--- src/rtl/gt_bringup_pkg.sv ---
// Shared state encoding, default timing constants and helpers for the
// GT quad bring-up controller and its frequency meters.
package gt_bringup_pkg;

    typedef enum logic [3:0] {
        ST_IDLE     = 4'd0,
        ST_RESET    = 4'd1,
        ST_WAIT_PLL = 4'd2,
        ST_WAIT_TX  = 4'd3,
        ST_WAIT_RX  = 4'd4,
        ST_MEAS     = 4'd5,
        ST_QUAL     = 4'd6,
        ST_UP       = 4'd7,
        ST_FAIL     = 4'd8
    } gt_state_e;

    // Default timing, all in apb3clk cycles (200 MHz)
    localparam int unsigned RST_CYC_DEF     = 12;
    localparam int unsigned TIMEOUT_CYC_DEF = 300000;
    localparam int unsigned WIN_CYC_DEF     = 4096;
    localparam int unsigned FREQ_MIN_DEF    = 204;
    localparam int unsigned FREQ_MAX_DEF    = 208;
    localparam int unsigned STABLE_CYC_DEF  = 2048;
    localparam int unsigned MAX_RETRY_DEF   = 3;

    // Widths of the reported counters
    localparam int unsigned FREQ_CNT_W  = 12;
    localparam int unsigned RETRY_CNT_W = 2;
    localparam int unsigned DROP_CNT_W  = 8;

    // Flops in an input synchronizer: two for metastability, plus one more
    // when the synchronized signal also feeds a rising-edge detector.
    function automatic int unsigned sync2(input bit edge_detect);
        return edge_detect ? 32'd3 : 32'd2;
    endfunction

endpackage

--- src/rtl/gt_freq_meter.sv ---
// Counts rising edges of an asynchronous divided user clock over a fixed
// window. A one-cycle start pulse opens the window; done pulses for one
// cycle when the (saturating) count has been latched into count_o.
module gt_freq_meter
    import gt_bringup_pkg::*;
#(
    parameter int unsigned WIN_CYC = WIN_CYC_DEF
) (
    input  logic                  clk_i,
    input  logic                  rst_ni,
    input  logic                  div16_i,
    input  logic                  start_i,
    output logic                  done_o,
    output logic [FREQ_CNT_W-1:0] count_o
);

    localparam int unsigned SYNC_N = sync2(1'b1);
    localparam int unsigned WIN_W  = $clog2(WIN_CYC);
    localparam logic [WIN_W-1:0]      WIN_LAST = WIN_W'(WIN_CYC - 1);
    localparam logic [FREQ_CNT_W-1:0] CNT_MAX  = '1;

    logic [SYNC_N-1:0]     sync_q;
    logic                  rise;
    logic                  busy_q, busy_d;
    logic [WIN_W-1:0]      win_q, win_d;
    logic [FREQ_CNT_W-1:0] acc_q, acc_d;
    logic [FREQ_CNT_W-1:0] res_q, res_d;
    logic                  done_q, done_d;

    // Three-flop synchronizer; the extra stage gives the previous sample
    always_ff @(posedge clk_i or negedge rst_ni) begin
        if (!rst_ni) begin
            sync_q <= '0;
        end else begin
            sync_q <= {sync_q[SYNC_N-2:0], div16_i};
        end
    end

    assign rise = sync_q[1] & ~sync_q[2];

    // Window sequencing and saturating accumulation
    always_comb begin
        busy_d = busy_q;
        win_d  = win_q;
        acc_d  = acc_q;
        res_d  = res_q;
        done_d = 1'b0;
        if (start_i) begin
            busy_d = 1'b1;
            win_d  = '0;
            acc_d  = '0;
        end else if (busy_q) begin
            if (rise && (acc_q != CNT_MAX)) begin
                acc_d = acc_q + 1'b1;
            end
            if (win_q == WIN_LAST) begin
                busy_d = 1'b0;
                done_d = 1'b1;
                res_d  = acc_d;
            end else begin
                win_d = win_q + 1'b1;
            end
        end
    end

    // Window state and result registers
    always_ff @(posedge clk_i or negedge rst_ni) begin
        if (!rst_ni) begin
            busy_q <= 1'b0;
            win_q  <= '0;
            acc_q  <= '0;
            res_q  <= '0;
            done_q <= 1'b0;
        end else begin
            busy_q <= busy_d;
            win_q  <= win_d;
            acc_q  <= acc_d;
            res_q  <= res_d;
            done_q <= done_d;
        end
    end

    assign done_o  = done_q;
    assign count_o = res_q;

endmodule

--- src/rtl/gt_link_bringup_ctrl.sv ---
// GT quad bring-up sequencer: pulses the wrapper reset, waits for PLL lock
// and TX/RX reset-done, checks user-clock frequencies, qualifies link
// status, then monitors the link. Failures retry the whole sequence a
// bounded number of times before parking in FAIL.
module gt_link_bringup_ctrl
    import gt_bringup_pkg::*;
#(
    parameter int unsigned RST_CYC     = RST_CYC_DEF,
    parameter int unsigned TIMEOUT_CYC = TIMEOUT_CYC_DEF,
    parameter int unsigned WIN_CYC     = WIN_CYC_DEF,
    parameter int unsigned FREQ_MIN    = FREQ_MIN_DEF,
    parameter int unsigned FREQ_MAX    = FREQ_MAX_DEF,
    parameter int unsigned STABLE_CYC  = STABLE_CYC_DEF,
    parameter int unsigned MAX_RETRY   = MAX_RETRY_DEF
) (
    input  logic        apb3clk,
    input  logic        apb3presetn,
    input  logic        enable,
    input  logic        lcpll_lock,
    input  logic        tx_resetdone,
    input  logic        rx_resetdone,
    input  logic        link_status,
    input  logic        txusrclk_div16,
    input  logic        rxusrclk_div16,
    output logic        gt_reset,
    output logic        link_stable,
    output logic        fail,
    output logic [3:0]  state,
    output logic [11:0] tx_freq_cnt,
    output logic [11:0] rx_freq_cnt,
    output logic [1:0]  retry_cnt,
    output logic [7:0]  drop_cnt
);

    localparam int unsigned SYNC_N = sync2(1'b0);
    localparam int unsigned TMR_W  = $clog2(TIMEOUT_CYC);
    localparam int unsigned STAB_W = $clog2(STABLE_CYC);

    localparam logic [TMR_W-1:0]       RST_LAST   = TMR_W'(RST_CYC - 1);
    localparam logic [TMR_W-1:0]       TMO_LAST   = TMR_W'(TIMEOUT_CYC - 1);
    localparam logic [STAB_W-1:0]      STAB_LAST  = STAB_W'(STABLE_CYC - 1);
    localparam logic [FREQ_CNT_W-1:0]  FREQ_LO    = FREQ_CNT_W'(FREQ_MIN);
    localparam logic [FREQ_CNT_W-1:0]  FREQ_HI    = FREQ_CNT_W'(FREQ_MAX);
    localparam logic [RETRY_CNT_W-1:0] RETRY_LAST = RETRY_CNT_W'(MAX_RETRY);
    localparam logic [DROP_CNT_W-1:0]  DROP_MAX   = '1;

    // Level inputs from the wrapper, index order: lock, txdone, rxdone, link
    logic [3:0] async_in;
    logic [3:0] sync_out;
    logic       lock_s, txdone_s, rxdone_s, link_s;

    gt_state_e              state_q, state_d;
    logic [TMR_W-1:0]       tmr_q, tmr_d;
    logic [STAB_W-1:0]      stab_q, stab_d;
    logic [RETRY_CNT_W-1:0] retry_q, retry_d;
    logic [DROP_CNT_W-1:0]  drop_q, drop_d;
    logic                   gt_reset_q, link_stable_q, fail_q;
    logic                   fail_evt;
    logic                   meas_start;
    logic                   tx_done, rx_done;
    logic [FREQ_CNT_W-1:0]  tx_cnt, rx_cnt;

    assign async_in = {link_status, rx_resetdone, tx_resetdone, lcpll_lock};

    for (genvar gi = 0; gi < 4; gi++) begin : g_sync
        logic [SYNC_N-1:0] ff_q;

        // Two-flop synchronizer for one wrapper status input
        always_ff @(posedge apb3clk or negedge apb3presetn) begin
            if (!apb3presetn) begin
                ff_q <= '0;
            end else begin
                ff_q <= {ff_q[SYNC_N-2:0], async_in[gi]};
            end
        end

        assign sync_out[gi] = ff_q[SYNC_N-1];
    end

    assign lock_s   = sync_out[0];
    assign txdone_s = sync_out[1];
    assign rxdone_s = sync_out[2];
    assign link_s   = sync_out[3];

    // Both meters are started together, so their windows stay aligned
    assign meas_start = (state_d == ST_MEAS) && (state_q != ST_MEAS);

    gt_freq_meter #(
        .WIN_CYC (WIN_CYC)
    ) u_tx_meter (
        .clk_i   (apb3clk),
        .rst_ni  (apb3presetn),
        .div16_i (txusrclk_div16),
        .start_i (meas_start),
        .done_o  (tx_done),
        .count_o (tx_cnt)
    );

    gt_freq_meter #(
        .WIN_CYC (WIN_CYC)
    ) u_rx_meter (
        .clk_i   (apb3clk),
        .rst_ni  (apb3presetn),
        .div16_i (rxusrclk_div16),
        .start_i (meas_start),
        .done_o  (rx_done),
        .count_o (rx_cnt)
    );

    function automatic logic freq_ok(input logic [FREQ_CNT_W-1:0] cnt);
        return (cnt >= FREQ_LO) && (cnt <= FREQ_HI);
    endfunction

    // Next-state, retry/drop bookkeeping and link-qualification counter
    always_comb begin
        state_d  = state_q;
        retry_d  = retry_q;
        drop_d   = drop_q;
        stab_d   = '0;
        fail_evt = 1'b0;

        unique case (state_q)
            ST_IDLE: begin
                if (enable) begin
                    state_d = ST_RESET;
                    retry_d = '0;
                end
            end
            ST_RESET: begin
                if (tmr_q == RST_LAST) begin
                    state_d = ST_WAIT_PLL;
                end
            end
            ST_WAIT_PLL: begin
                if (lock_s) begin
                    state_d = ST_WAIT_TX;
                end else if (tmr_q == TMO_LAST) begin
                    fail_evt = 1'b1;
                end
            end
            ST_WAIT_TX: begin
                if (txdone_s) begin
                    state_d = ST_WAIT_RX;
                end else if (tmr_q == TMO_LAST) begin
                    fail_evt = 1'b1;
                end
            end
            ST_WAIT_RX: begin
                if (rxdone_s) begin
                    state_d = ST_MEAS;
                end else if (tmr_q == TMO_LAST) begin
                    fail_evt = 1'b1;
                end
            end
            ST_MEAS: begin
                if (tx_done && rx_done) begin
                    if (freq_ok(tx_cnt) && freq_ok(rx_cnt)) begin
                        state_d = ST_QUAL;
                    end else begin
                        fail_evt = 1'b1;
                    end
                end
            end
            ST_QUAL: begin
                // Qualifying wins over a timeout landing on the same cycle
                if (link_s && (stab_q == STAB_LAST)) begin
                    state_d = ST_UP;
                end else if (tmr_q == TMO_LAST) begin
                    fail_evt = 1'b1;
                end else if (link_s) begin
                    stab_d = stab_q + 1'b1;
                end
            end
            ST_UP: begin
                // A link drop is counted even when lock loss takes priority
                if (!link_s && (drop_q != DROP_MAX)) begin
                    drop_d = drop_q + 1'b1;
                end
                if (!lock_s) begin
                    fail_evt = 1'b1;
                end else if (!link_s) begin
                    state_d = ST_QUAL;
                end
            end
            ST_FAIL: begin
                state_d = ST_FAIL;
            end
            default: begin
                state_d = ST_IDLE;
            end
        endcase

        if (fail_evt) begin
            if (retry_q < RETRY_LAST) begin
                retry_d = retry_q + 1'b1;
                state_d = ST_RESET;
            end else begin
                state_d = ST_FAIL;
            end
        end

        // Dropping enable abandons whatever was in progress, without
        // recording it as a retry or a link drop
        if (!enable) begin
            state_d = ST_IDLE;
            retry_d = retry_q;
            drop_d  = drop_q;
            stab_d  = '0;
        end
    end

    // Per-state timer restarts on every state change and holds at its last value
    always_comb begin
        tmr_d = tmr_q;
        if (state_d != state_q) begin
            tmr_d = '0;
        end else if (tmr_q != TMO_LAST) begin
            tmr_d = tmr_q + 1'b1;
        end
    end

    // State, counters and registered outputs decoded from the next state
    always_ff @(posedge apb3clk or negedge apb3presetn) begin
        if (!apb3presetn) begin
            state_q       <= ST_IDLE;
            tmr_q         <= '0;
            stab_q        <= '0;
            retry_q       <= '0;
            drop_q        <= '0;
            gt_reset_q    <= 1'b0;
            link_stable_q <= 1'b0;
            fail_q        <= 1'b0;
        end else begin
            state_q       <= state_d;
            tmr_q         <= tmr_d;
            stab_q        <= stab_d;
            retry_q       <= retry_d;
            drop_q        <= drop_d;
            gt_reset_q    <= (state_d == ST_RESET);
            link_stable_q <= (state_d == ST_UP);
            fail_q        <= (state_d == ST_FAIL);
        end
    end

    assign gt_reset    = gt_reset_q;
    assign link_stable = link_stable_q;
    assign fail        = fail_q;
    assign state       = state_q;
    assign tx_freq_cnt = tx_cnt;
    assign rx_freq_cnt = rx_cnt;
    assign retry_cnt   = retry_q;
    assign drop_cnt    = drop_q;

endmodule

--- config.mk ---
export PLATFORM = sky130hd
export DESIGN_NAME = gt_link_bringup_ctrl
export DESIGN_NICKNAME = d
export VERILOG_FILES = /design/src/rtl/gt_bringup_pkg.sv /design/src/rtl/gt_freq_meter.sv /design/src/rtl/gt_link_bringup_ctrl.sv
export SDC_FILE = /design/constraint.sdc
export NUM_CORES = 1
export LEC_CHECK = 0
export BUFFER_PORTS_ARGS = -buffer_cell sky130_fd_sc_hd__buf_2
export CAP_MARGIN = 20
export CORE_ASPECT_RATIO = 1.1
export CORE_MARGIN = 10
export CORE_UTILIZATION = 55
export DETAILED_ROUTE_END_ITERATION = 10
export PLACE_DENSITY = 0.73
export SYNTH_ARGS = -nofsm -noshare
export SYNTH_HDL_FRONTEND = slang
export SYNTH_SLANG_ARGS = --single-unit
--- constraint.sdc ---
create_clock -name apb3clk -period 3.2 [get_ports apb3clk]
set_input_delay 0.32 -clock apb3clk [delete_from_list [all_inputs] [get_ports apb3clk]]
set_output_delay 0.32 -clock apb3clk [all_outputs]
set_load 0.01 [all_outputs]
==> results of run 1 <==
## layout make-up
type / instances / area (µm²)
clock buffer: 23 / 468
clock inverter: 8 / 96.3
fill: 965 / 4260
inverter: 10 / 37.5
multi-input combinational: 514 / 3090
sequential: 137 / 3430
tap: 154 / 193
timing repair buffer: 64 / 407
## cells by family (layout without fill, tap and decap cells)
| logic type | after synthesis | count (layout) | share of synthesized area [%] |
|---|---|---|---|
| multiplexers | 8 | 8 | 1.27 |
| adder cells (fa/ha/maj) | 8 | 8 | 1.50 |
| XOR/XNOR | 90 | 90 | 11.8 |
| buffers and inverters | 38 | 105 | 2.34 |
| flip-flops | 137 | 137 | 51.4 |
| AO/OA/AOI/OAI | 81 | 81 | 7.65 |
| AND/OR/NAND/NOR | 327 | 327 | 24.1 |
## timing repair
action / CTS / global route
endpoints found under the hold margin: 62 / 0
hold buffers: 7 / 0
buffers inserted: 0 / 0
## cells in the mapped netlist, types with 2 or more instances
library cell | count | area [µm²]
nand2_1 | 57 | 214
mux2_2 | 4 | 45.0
ha_1 | 8 | 100
o22ai_1 | 2 | 12.5
nand4_1 | 19 | 119
or4b_2 | 2 | 20.0
nor2_1 | 118 | 443
nand3_1 | 41 | 205
a21oi_1 | 42 | 210
and2_1 | 5 | 31.3
o21ai_1 | 2 | 10.0
nand3b_1 | 2 | 15.0
nand2b_1 | 7 | 43.8
clkbuf_1 | 21 | 78.8
mux2i_1 | 4 | 40.0
a211oi_1 | 2 | 15.0
nor4_1 | 8 | 50.1
or3_1 | 7 | 43.8
or2_2 | 4 | 25.0
xnor2_1 | 40 | 350
and4_1 | 6 | 52.6
or4_1 | 3 | 22.5
a31oi_1 | 2 | 12.5
and3_1 | 21 | 131
o21ai_0 | 13 | 65.1
xor2_1 | 50 | 438
dfrtp_1 | 137 | 3430
o41ai_1 | 4 | 35.0
nor3_1 | 11 | 55.1
nor2b_1 | 8 | 50.1
inv_1 | 10 | 37.5
buf_2 | 5 | 25.0
## state kept, by name (all words and copies together) (netlist names), 2 cells and up
name                flops
u_rx_meter.acc_q       12
u_rx_meter.sync_q       3
g_sync.ff_q             8
drop_cnt                8
retry_cnt               2
state                   4
u_tx_meter.count_o     12
u_rx_meter.win_q       12
tmr_q                  19
u_tx_meter.sync_q       3
u_tx_meter.acc_q       12
stab_q                 11
u_rx_meter.count_o     12
u_tx_meter.win_q       12
## stage by stage
| step | setup slack, ns | cells |
|---|---|---|
| 6_report | 0.538 | 910 |
| 5_1_grt | 0.329 | 910 |
| 3_5_place_dp | 0.541 | 872 |
| 2_1_floorplan | 0.682 | 689 |
| 3_3_place_gp | 0.612 | 872 |
| 4_1_cts | 0.534 | 910 |
## routing by layer
metal	global-route usage, %	routed length (µm)
met1	21.4	6480
met2	29.6	7250
met3	5.13	680
met4	7.36	281
met5	0	0
## path summary, 6_finish.rpt
path	from	end	slack, ns
max	u_tx_meter.count_o[10]$_DFFE_PN0P_	tmr_q[1]$_DFFE_PN0P_	0.54
min	enable	fail$_DFF_PN0_	0.28
max in group asynchronous	apb3presetn	u_rx_meter.acc_q[7]$_DFFE_PN0P_	1.91
min reg2reg	u_rx_meter.sync_q[0]$_DFF_PN0_	u_rx_meter.sync_q[1]$_DFF_PN0_	0.34
max reg2reg	u_tx_meter.count_o[10]$_DFFE_PN0P_	tmr_q[1]$_DFFE_PN0P_	0.54
min in group asynchronous	apb3presetn	drop_cnt[5]$_DFFE_PN0P_	0.53
## critical path, delay by kind of cell, from the launching register on
family	cells	cell delay [ns]
flip-flops	1	0.39
buffers and inverters	1	0.21
AND/OR/NAND/NOR	2	1.01
AO/OA/AOI/OAI	5	0.98
## report_power, final
part / switching, mW / internal [mW]
Clock: 0.705 / 1.18
Combinational: 0.0962 / 0.0572
Sequential: 0.0244 / 1.76
Total: 0.825 / 2.99
==> flow_summary.ini, run 1 <==
[run_status]
outcome = finished, final reports clean

[clock_network]
htreeDepth = 4
cts_sinks = 137
clkLatencyLatePin_ns = 0.42
cts_tree = done
cts_buffers = 17
clockBufferDepth = 2
clk_pin_slew_ns = 0.05
cts_resized = 0
cts-root-buf = clkbuf_16

[sta]
setup_viol = 0
setup_tns_ns = 0
slew_headroom_pct = 48.5
finalHoldViolations = 0
maxSlewViolCount = 0
rsz0062_at_grt = false
whs_ns = 0.282
period_needed_ns = 2.66
fmax_mhz = 376
fin_skew_ns = 0.00907
fin_crit_sh_pct = 83.2
tightest_slew_ns = 0.772

[critical_path]
crit_path_frequent_cell = a21oi_1
arrival_ns = 3.00
crit_required_ns = 3.54
critPathSlowestCell = or4_1
cp-end-kind = register
critPathLaunchType = register
r2r_cells = 8
cp_slowest_stage_delay_ns = 0.56
worstSetupPathType = reg2reg
crit_chain = or4_1 > or4_4 > o21bai_1 > o211ai_2 > a21oi_1 > o31ai_4 > buf_4 > a21oi_1
critPathMaxFanout = 19

[floorplan]
io_pins = 50
die_h_um = 136
rows = 42
die_x_um = 125
coreArea_um2 = 12000
start_util_pct = 55.7
dieArea_um2 = 16900

[yosys]
synthesis.instances = 689
synth_nets = 706
synth_top_flop_cell = dfrtp_1
synth_edf_count = 0
synthArstFlopShare_pct = 100
synth_warnings = 0
ys_ff_latch = 137
ys_seq_area_share_pct = 51.4
syn-cell-area_um2 = 6670
ys_types = 56
syn_avg_cell_area_um2 = 9.69

[route]
via_per_inst = 5.63
ant_nets = 0
routed_wl_um = 14700
first_pass_iters = 4
vias = 5126
drcViolationCount = 0
routedWlPerCell_um = 16.2
first_iter_violations = 405

[global_routing]
antenna_found_initial = 0
grt_pass1_wl_um = 25000
grt_usage_pct = 17.9
grt_pass1_vias = 5233
grt_max_degree = 87
gr-total-overflow = 0

[hold_path]
whs_path_depth = 2
min_path_type = in2reg

[power_and_ir_drop]
finalPower_mw = 3.82
leakagePower_nw = 3.10
power.density_nw_per_um2 = 495
ir_drop_mv = 0.338

[layout]
areaGrowthSynthToFinish_pct = 15.7
diodes = 0
final_cell_mix = 137 x dfrtp_1, 118 x nor2_1, 57 x nand2_1
stdcell_area_um2 = 7720
final_layout_size_suffix_gt1_share_pct = 13.5
nets = 761
layout_commonest_cell = dfrtp_1
final_util_pct = 64.5

[run]
cap_violations = 0

[placed_design]
dpl.hpwl_um = 9940
dpl_cell_area_um2 = 7090
place_congestion = 0.864
io_buffer_count = 49
No activity file was read; power rests on OpenSTA's default activity.
==> inputs of run 2 (changes only) <==
Settings changed: ABC_AREA set to 1.
Clock period 3.2 ns to 2.5 ns, I/O delays scaled along.
==> run 2 against run 1 <==
Core utilization rose by 3.8 points. Combinational power grew to 5.5 times the previous value. Register-to-register slack lost 0.50 ns. Maximum frequency rose by 8.3%. Area after synthesis up 9.5%. Cell count increased by 28%. Critical path type unchanged. Largest cell class is now multi-input combinational cells. Synthesized cell count increased by 31%.
==> flow_summary.ini, run 2 <==
[critical_path]
critPathBufInv = 1
arrival_ns = 2.77
critical_path.top_delay_family = simple AND/OR/NAND/NOR gates
crit_required_ns = 2.81
cp_slowest_stage_delay_ns = 0.43
crit_path_frequent_cell = nor2_2
critPathLaunchType = register
critPathSlowestCell = dfrtp_1
crit_chain = or2_0 > nor2_2 > nand3_1 > nor2_2 > nor2_2 > nor2_4 > nand2_4 > nor2_4 > nand2_2 > nand2_4 > nand3_4 > clkbuf_16 > nand3b_1 > nand2_1
critPathMaxFanout = 7
cp-end-kind = register
worstSetupPathType = reg2reg

[sta]
slew_headroom_pct = 61.1
fmax_mhz = 407
fin_crit_sh_pct = 98.3
setup_tns_ns = 0
tightest_slew_ns = 0.584
fin_skew_ns = 0.00898
whs_ns = 0.267
rsz0062_at_grt = true
maxSlewViolCount = 0
setup_viol = 0
period_needed_ns = 2.46
finalHoldViolations = 0

[yosys]
syn_avg_cell_area_um2 = 8.12
yosysTopAreaCellShare_pct = 46.9
synthTopCellsByArea = dfrtp_1 47%, nand2_1 12%, nor2_1 6.0%
syn-cell-area_um2 = 7310
synth_common_cells = 233 x nand2_1, 137 x dfrtp_1, 116 x nor2_1, 81 x inv_1, 65 x nand3_1
ys_seq_area_share_pct = 46.9
ys_types = 42
synth_warnings = 0
post-synth-top-area-cell = dfrtp_1
ys_ff_latch = 137
synthesis.instances = 900
synthArstFlopShare_pct = 100
synth_most_common_cell = nand2_1
synth_edf_count = 0
synth_nets = 917
synth_top_flop_cell = dfrtp_1

[layout]
largest_register_ffs = 19
fillers = 1016
final_cell_mix = 221 x nand2_1, 136 x dfrtp_1, 111 x nor2_1
areaGrowthSynthToFinish_pct = 22.4
diodes = 0
final_layout_size_suffix_gt1_share_pct = 19.0
regMostFlops = tmr_q
stdcell_area_um2 = 8950
regArea_um2 = 3430
layout_commonest_cell = nand2_1
multiInputGateArea_um2 = 3570
nets = 1006
final_util_pct = 68.3

[route]
vias = 6185
first_iter_violations = 484
ant_nets = 0
first_pass_iters = 6
via_per_inst = 5.32
routed_wl_um = 16600
routedWlPerCell_um = 14.3
drcViolationCount = 0

[global_routing]
antenna_found_initial = 0
grt_usage_pct = 17.8
grt_pass1_wl_um = 26700
gr-total-overflow = 0
grt_max_degree = 65
grt_pass1_vias = 5846

[run_status]
outcome = finished, final reports clean

[floorplan]
die_h_um = 141
die_x_um = 130
rows = 44
io_pins = 50
coreArea_um2 = 13100
dieArea_um2 = 18300
start_util_pct = 55.8

[clock_network]
clk_pin_slew_ns = 0.06
cts_buffers = 17
cts_tree = done
clockBufferDepth = 2
htreeDepth = 4
cts_sinks = 137
cts-root-buf = clkbuf_16
clkLatencyLatePin_ns = 0.42

[power_and_ir_drop]
power.density_nw_per_um2 = 681
ir_drop_mv = 0.448
finalPower_mw = 6.09
leakagePower_nw = 4.47

[placed_design]
dpl.hpwl_um = 11000
place_congestion = 0.828
dpl_cell_area_um2 = 7780
io_buffer_count = 49

[hold_path]
min_path_type = in2reg

[run]
cap_violations = 0
[run 2: final cells by class]
class                      instances  area share (%)
inverter                          87            3.72
clock buffer                      21            5.37
timing repair buffer              93            8.78
sequential                       137            38.3
tap                              161            2.25
timing repair inverter             1          0.0559
clock inverter                    11            1.61
multi-input combinational        652            39.9
[run 2: worst paths after layout]
| kind | start | end | slack, ns | depth (start not counted) |
|---|---|---|---|---|
| setup / recovery | u_tx_meter.count_o[10]$_DFFE_PN0P_ | u_rx_meter.win_q[11]$_DFFE_PN0P_ | 0.04 | 14 |
| hold / removal | enable | drop_cnt[2]$_DFFE_PN0P_ | 0.27 | 3 |
| setup reg to reg | u_tx_meter.count_o[10]$_DFFE_PN0P_ | u_rx_meter.win_q[11]$_DFFE_PN0P_ | 0.04 | 14 |
| hold reg to reg | u_tx_meter.sync_q[0]$_DFF_PN0_ | u_tx_meter.sync_q[1]$_DFF_PN0_ | 0.35 | 0 |
| max in group asynchronous | apb3presetn | u_tx_meter.acc_q[8]$_DFFE_PN0P_ | 1.36 | 3 |
| min in group asynchronous | apb3presetn | g_sync[2].ff_q[1]$_DFF_PN0_ | 0.38 | 2 |
[run 2: cell families after synthesis]
family          synth area share [%]
simple gates                    33.4
buf+inv                         6.40
xor+xnor                        7.31
compound gates                  4.23
mux                            0.428
flops                           46.9
fa+ha+maj                       1.37
[run 2: repair_timing]
| action | 4_1_cts | 5_1_grt |
|---|---|---|
| resized for setup | 1 | 59 |
| gates cloned | 0 | 8 |
| hold buffers | 7 | 0 |
| setup endpoints to repair | 13 | 95 |
| setup buffers | 0 | 11 |
| hold endpoints to repair | 68 | 0 |
| pin swaps | 0 | 26 |
[run 2: routing by layer]
metal | GRT usage [%] | wire [µm]
met4 | 8.12 | 382
met3 | 4.05 | 627
met5 | 0 | 0
met1 | 21.4 | 7280
met2 | 29.7 | 8340
[run 2: where the power goes]
part	total [mW]	internal (mW)	leakage, nW	switching (mW)
combinational	0.846	0.384	2.42	0.462
sequential	2.63	2.41	1.73	0.219
clock	2.62	1.67	0.309	0.944
[run 2: per-stage QoR]
stage                     cells  setup slack (ns)
after detailed placement   1105           -0.0481
after CTS                  1144            0.0168
after floorplan             900             0.309
final                      1163            0.0419
after global routing       1163            -0.134
after global placement     1105            0.0823
[run 2: worst min-delay path, stage by stage]
cell	delay, ns
buf_2	0.18
nand4_1	0.14
xnor2_1	0.07
